--- config.mk ---
export PLATFORM = sky130hd
export DESIGN_NAME = fifo_read_ctrl
export DESIGN_NICKNAME = d
export VERILOG_FILES = /design/src/rtl/fifo_read_ctrl.sv
export SDC_FILE = /design/constraint.sdc
export NUM_CORES = 1
export LEC_CHECK = 0
export ABC_CLOCK_PERIOD_IN_PS = 6380
export BUFFER_PORTS_ARGS = -buffer_cell sky130_fd_sc_hd__clkbuf_2
export CORE_MARGIN = 2
export CORE_UTILIZATION = 55
export CTS_BUF_LIST = sky130_fd_sc_hd__clkbuf_4
export CTS_CLUSTER_DIAMETER = 200
export CTS_CLUSTER_SIZE = 30
export DETAILED_ROUTE_END_ITERATION = 10
export PLACE_DENSITY = 0.81
export SKIP_LAST_GASP = 1
export SLEW_MARGIN = 0
export SYNTH_ARGS = -nofsm -noshare
export SYNTH_HDL_FRONTEND = slang
export SYNTH_SLANG_ARGS = --single-unit
--- constraint.sdc ---
create_clock -name r_clk -period 6.38 [get_ports r_clk]
set_input_delay 0.638 -clock r_clk [delete_from_list [all_inputs] [get_ports r_clk]]
set_output_delay 0.638 -clock r_clk [all_outputs]
set_load 0.005 [all_outputs]
--- src/rtl/fifo_read_ctrl.sv ---
// -----------------------------------------------------------------------------
// fifo_read_ctrl
//
// Read-domain half of a dual-clock FIFO. It keeps the binary and Gray read
// pointers and brings the Gray write pointer into r_clk through a two-flop
// synchroniser. From these it produces:
//   - the memory read address,
//   - a registered empty flag,
//   - an almost-empty flag,
//   - a conservative occupancy count,
//   - an underflow pulse.
//
// Parameters
//   Address   memory address width; depth = 2**Address, pointers Address+1 bits
//   AE_LEVEL  almost_empty is high while r_level <= AE_LEVEL (0..2**Address-1)
//
// Ports
//   r_clk         read clock, the only clock of this block
//   r_rst         asynchronous active-high reset
//   r_en          read request from the consumer
//   wptr_gray     Gray write pointer from the write domain (asynchronous)
//   r_addr        read address to the memory read port
//   rptr_gray     registered Gray read pointer, returned to the write domain
//   empty         registered empty flag; also gates the memory read port
//   almost_empty  registered, high when r_level <= AE_LEVEL
//   r_level       registered occupancy as seen from the read side
//   r_underflow   one-cycle pulse for each cycle r_en is high while empty
// -----------------------------------------------------------------------------
module fifo_read_ctrl #(
  parameter int Address  = 4,
  parameter int AE_LEVEL = 1
) (
  input  logic               r_clk,
  input  logic               r_rst,
  input  logic               r_en,
  input  logic [Address:0]   wptr_gray,
  output logic [Address-1:0] r_addr,
  output logic [Address:0]   rptr_gray,
  output logic               empty,
  output logic               almost_empty,
  output logic [Address:0]   r_level,
  output logic               r_underflow
);

  localparam int PW = Address + 1;
  localparam logic [Address:0] AE_THRESH = PW'(AE_LEVEL);

  // Pointer and flag state
  logic [Address:0] rbin_q;
  logic [Address:0] rptr_gray_q;
  logic [Address:0] wq1_q;
  logic [Address:0] wq2_q;
  logic [Address:0] r_level_q;
  logic             empty_q;
  logic             almost_empty_q;
  logic             r_underflow_q;

  // Next-state values
  logic             rd_fire;
  logic [Address:0] rbin_d;
  logic [Address:0] rgray_d;
  logic [Address:0] wbin_s;
  logic [Address:0] level_d;
  logic             empty_d;
  logic             almost_empty_d;
  logic             r_underflow_d;

  // Gray-to-binary of the synchronised write pointer. Each binary bit is the
  // XOR of all Gray bits from the MSB down to that position.
  generate
    for (genvar gi = 0; gi <= Address; gi++) begin : g_g2b
      assign wbin_s[gi] = ^wq2_q[Address:gi];
    end
  endgenerate

  always_comb begin
    rd_fire        = 1'b0;
    rbin_d         = rbin_q;
    rgray_d        = rptr_gray_q;
    level_d        = r_level_q;
    empty_d        = empty_q;
    almost_empty_d = almost_empty_q;
    r_underflow_d  = 1'b0;

    // The registered empty is used here, not a combinational flag. A read
    // only proceeds when the previous cycle already proved data present.
    rd_fire = r_en & ~empty_q;

    // The binary pointer wraps naturally at 2**(Address+1). The extra MSB
    // distinguishes laps, so equal pointers always mean empty.
    rbin_d  = rbin_q + {{Address{1'b0}}, rd_fire};
    rgray_d = rbin_d ^ (rbin_d >> 1);

    // Comparing the post-read pointer has two effects. Reading the last
    // word raises empty on the same edge. A write that reached wq2 in time
    // keeps empty low.
    empty_d = (rgray_d == wq2_q);

    // wbin_s lags the true write pointer, so this occupancy can only
    // understate what is really stored.
    level_d        = wbin_s - rbin_d;
    almost_empty_d = (level_d <= AE_THRESH);

    r_underflow_d = r_en & empty_q;
  end

  // wptr_gray changes one bit at a time. Either flop may go metastable on
  // that bit, but it settles to the old or the new pointer. It never settles
  // to an unrelated value.
  always_ff @(posedge r_clk or posedge r_rst) begin
    if (r_rst) begin
      wq1_q <= '0;
      wq2_q <= '0;
    end else begin
      wq1_q <= wptr_gray;
      wq2_q <= wq1_q;
    end
  end

  always_ff @(posedge r_clk or posedge r_rst) begin
    if (r_rst) begin
      rbin_q         <= '0;
      rptr_gray_q    <= '0;
      r_level_q      <= '0;
      empty_q        <= 1'b1;
      almost_empty_q <= 1'b1;
      r_underflow_q  <= 1'b0;
    end else begin
      rbin_q         <= rbin_d;
      rptr_gray_q    <= rgray_d;
      r_level_q      <= level_d;
      empty_q        <= empty_d;
      almost_empty_q <= almost_empty_d;
      r_underflow_q  <= r_underflow_d;
    end
  end

  // The memory captures data at the edge where rd_fire is high, using the
  // address presented before that edge. The address then moves on.
  assign r_addr       = rbin_q[Address-1:0];
  assign rptr_gray    = rptr_gray_q;
  assign empty        = empty_q;
  assign almost_empty = almost_empty_q;
  assign r_level      = r_level_q;
  assign r_underflow  = r_underflow_q;

endmodule

==> impl_results.md <==
* Outcome: complete, no violations
* Final #Nets at 135
* Post-Route Utilization at between 60% and 70%
* Starting Density at 57.8%
* Slew margin rel. at 34.3%
* Max Root-Sink Buffers at 2
* RSZ-0062 raised after global routing: false
* Gr busiest metal: met2
* CTS resizes at 0
* Die Span X at between 50 and 60 um
* Yosys cell types at 34
* Seq/Total Area, Yosys at around 54%
* Area growth syn-to-layout at 14.2%
* Post-Place Cells at roughly 150
* Design area at between 1000 and 1500 um^2
* All-layer global routing usage at about 18%
* Clk_skew at ~0.016 ns
* CP Capture Type: flip-flop
* Peak VDD IR at about 0.30 mV
* CTS tree: built
* Htree depth at 1
* Final setup vio count at 0
* Vias in the first global route at 736
* Final period util at between 40 and 50%
* Max-cap violations at 0
* Synth warnings at 0
* Initial DRC count at 1
* Slew at the pin closest to its max-slew limit at 0.984 ns
* Largest net degree at the start of global routing at 28
* Max Transition Viols Final at 0
* Synth Register Bits at 27
* Flop-to-flop setup slack at about 3.5 ns
* Reg clk slew, reported paths at 0.15 ns
* Hpwl dp at 1640 um
* Diodes inserted at 0
* First-pass GRT wire length at about 3400 um
* Drt wl/cell at 14.1 um
* Clk sinks at 27
* Num rows at 17
* Met2 Track Usage GR at around 29%
* Place WS at roughly 3.4 ns
* Top area cells in the synthesized netlist: dfrtp_1, xnor2_1, dfstp_2, ha_1, xnor3_1
* Die ar. at 2700 um^2
* Power Total at 0.774 mW
* Cts hold-fix bufs at 0
* Worst hold path stage count at 0
* Drt total wl at 2100 um
* Routed vias/inst at approximately 5.2
* Die Span Y at 52.0 um
* Layout Cells excl Fill at approximately 150
* Area of the multi-input gates at around 550 um^2
* Clk Latency, worst-skew pair at approximately 0.33 ns
* CTS Buf Count at 3
* Critical path peak fanout at 4
* Worst Reg-to-Reg Cells at 9
* Slack of the critical path at between 3 and 4 ns
* Achievable clock frequency at around 350 MHz
* I/O pin count at 25
* Fin Setup TNS at 0 ns
* Final Critical Period at 2.87 ns
* Min-delay worst type: flip-flop to flip-flop
* Post-CTS Setup Inserts at 0
* Clock root buffer: clkbuf_4
* Placer congestion estimate at around 0.79
* Placed inst area at approximately 1400 um^2
* Fill cells at roughly 170
* Mapped cell area at about 1300 um^2
* Core area at around 2200 um^2
* GR Util met1 at between 20% and 30%
* M3 GR Usage at 4.02%
* Power density cells at 535 nW/um^2
* DRC Markers at 0
* Syn avg cell area at 13.5 um^2
* Fin Hold WS at between 0.3 and 0.4 ns
* Port bufs at 24
* WP data required at between 6 and 7 ns
* Worst setup SP type: flip-flop
* Initial DRT Pass Iterations at 3
* Hold Violations, Final at 0
* DR vias at 776
* Post-DRT Antenna Nets at 0
* Synth top area share at 49.4%
* Fraction of layout cells with a size suffix above 1 at between 30% and 40%
* Initial antenna violation count at 0
* Sequential cell area at between 600 and 700 um^2
* Worst Path Arrival at between 3 and 4 ns
* Total grt overflow at 0
* Dominant cell type by area after synthesis: dfrtp_1
* Syn nets at 107
* Post-Syn Instances at between 90 and 100
* Kind of critical path: flip-flop to flip-flop
* Leakage at around 0.68 nW
## worst max-delay path, cell delays in order, from the launching register on
cell       delay [ns]
dfrtp_1          0.49
xnor3_2          0.50
xnor2_1          0.39
xnor2_1          0.18
ha_1             0.17
inv_1            0.07
fa_1             0.43
nand2_1          0.10
a221oi_2         0.07
a2111oi_2        0.38
## routing by layer
layer	wire, um	part of all wire, %	vias up
met5	0	0	-
met4	53	2.5	0
met3	95	4.5	5
met2	1030	49	20
met1	919	44	383
li1	-	-	368
## layout make-up
class	count	share of cell area, %
inverters	9	2.34
repair buffers	24	8.30
well taps	28	2.42
clock buffers	4	2.08
multi-input cells	57	38.0
flip-flops and latches	27	46.9
## path summary, 6_finish.rpt
kind / start / endpoint
max in group asynchronous: r_rst / wq1_q[0]
max: wq2_q[4] / almost_empty
min in group asynchronous: r_rst / r_level[1]
max reg2reg: wq2_q[4] / almost_empty
min: wq1_q[2] / wq2_q[2]
min reg2reg: wq1_q[2] / wq2_q[2]
## state kept, by name (all words and copies together), names as in the netlist
| signal | flops |
|---|---|
| almost_empty | 1 |
| empty | 1 |
| r_level | 5 |
| r_underflow | 1 |
| rbin_q | 5 |
| rptr_gray | 4 |
| wq1_q | 5 |
| wq2_q | 5 |
## cell families after synthesis
| group | Yosys count | share of synthesized area [%] |
|---|---|---|
| flip-flops | 27 | 53.6 |
| XOR/XNOR | 21 | 19.1 |
| AND/OR/NAND/NOR | 19 | 8.40 |
| AO/OA/AOI/OAI | 11 | 9.58 |
| buffers and inverters | 10 | 3.06 |
| adder cells (fa/ha/maj) | 5 | 5.53 |
| multiplexers | 1 | 0.791 |
## Yosys cell counts
library cell  number
dfrtp_1           25
xnor2_1           15
inv_1              8
and2_1             4
ha_1               4
nand2_1            4
nor2_1             3
a211oi_1           2
dfstp_2            2
nand3_1            2
xnor3_1            2
a2111oi_2          1
a2111oi_4          1
a211oi_2           1
a21o_1             1
a221oi_2           1
a311oi_1           1
a31oi_1            1
a41oi_1            1
and4_1             1
and4_2             1
buf_2              1
clkinv_1           1
fa_1               1
mux2i_1            1
nand3b_1           1
nor2b_1            1
nor4_1             1
o21ai_0            1
or2_2              1
xnor2_2            1
xnor3_2            1
xor2_1             1
xor2_2             1
## cell usage in the layout (no fill, tap or decap), types with 2 or more instances in the layout
master	netlist	final
a211oi_1	2	2
and2_1	4	4
clkbuf_2	0	24
clkbuf_4	0	4
dfrtp_1	25	25
dfstp_2	2	2
ha_1	4	4
inv_1	8	8
nand2_1	4	4
nand3_1	2	2
nor2_1	3	3
xnor2_1	15	15
xnor3_1	2	2
## power by group
group / internal (mW) / switching [mW]
clock: 0.0288 / 0.0489
sequential: 0.232 / 0.0340
combinational: 0.209 / 0.222
(Power assumes the default switching activity.)
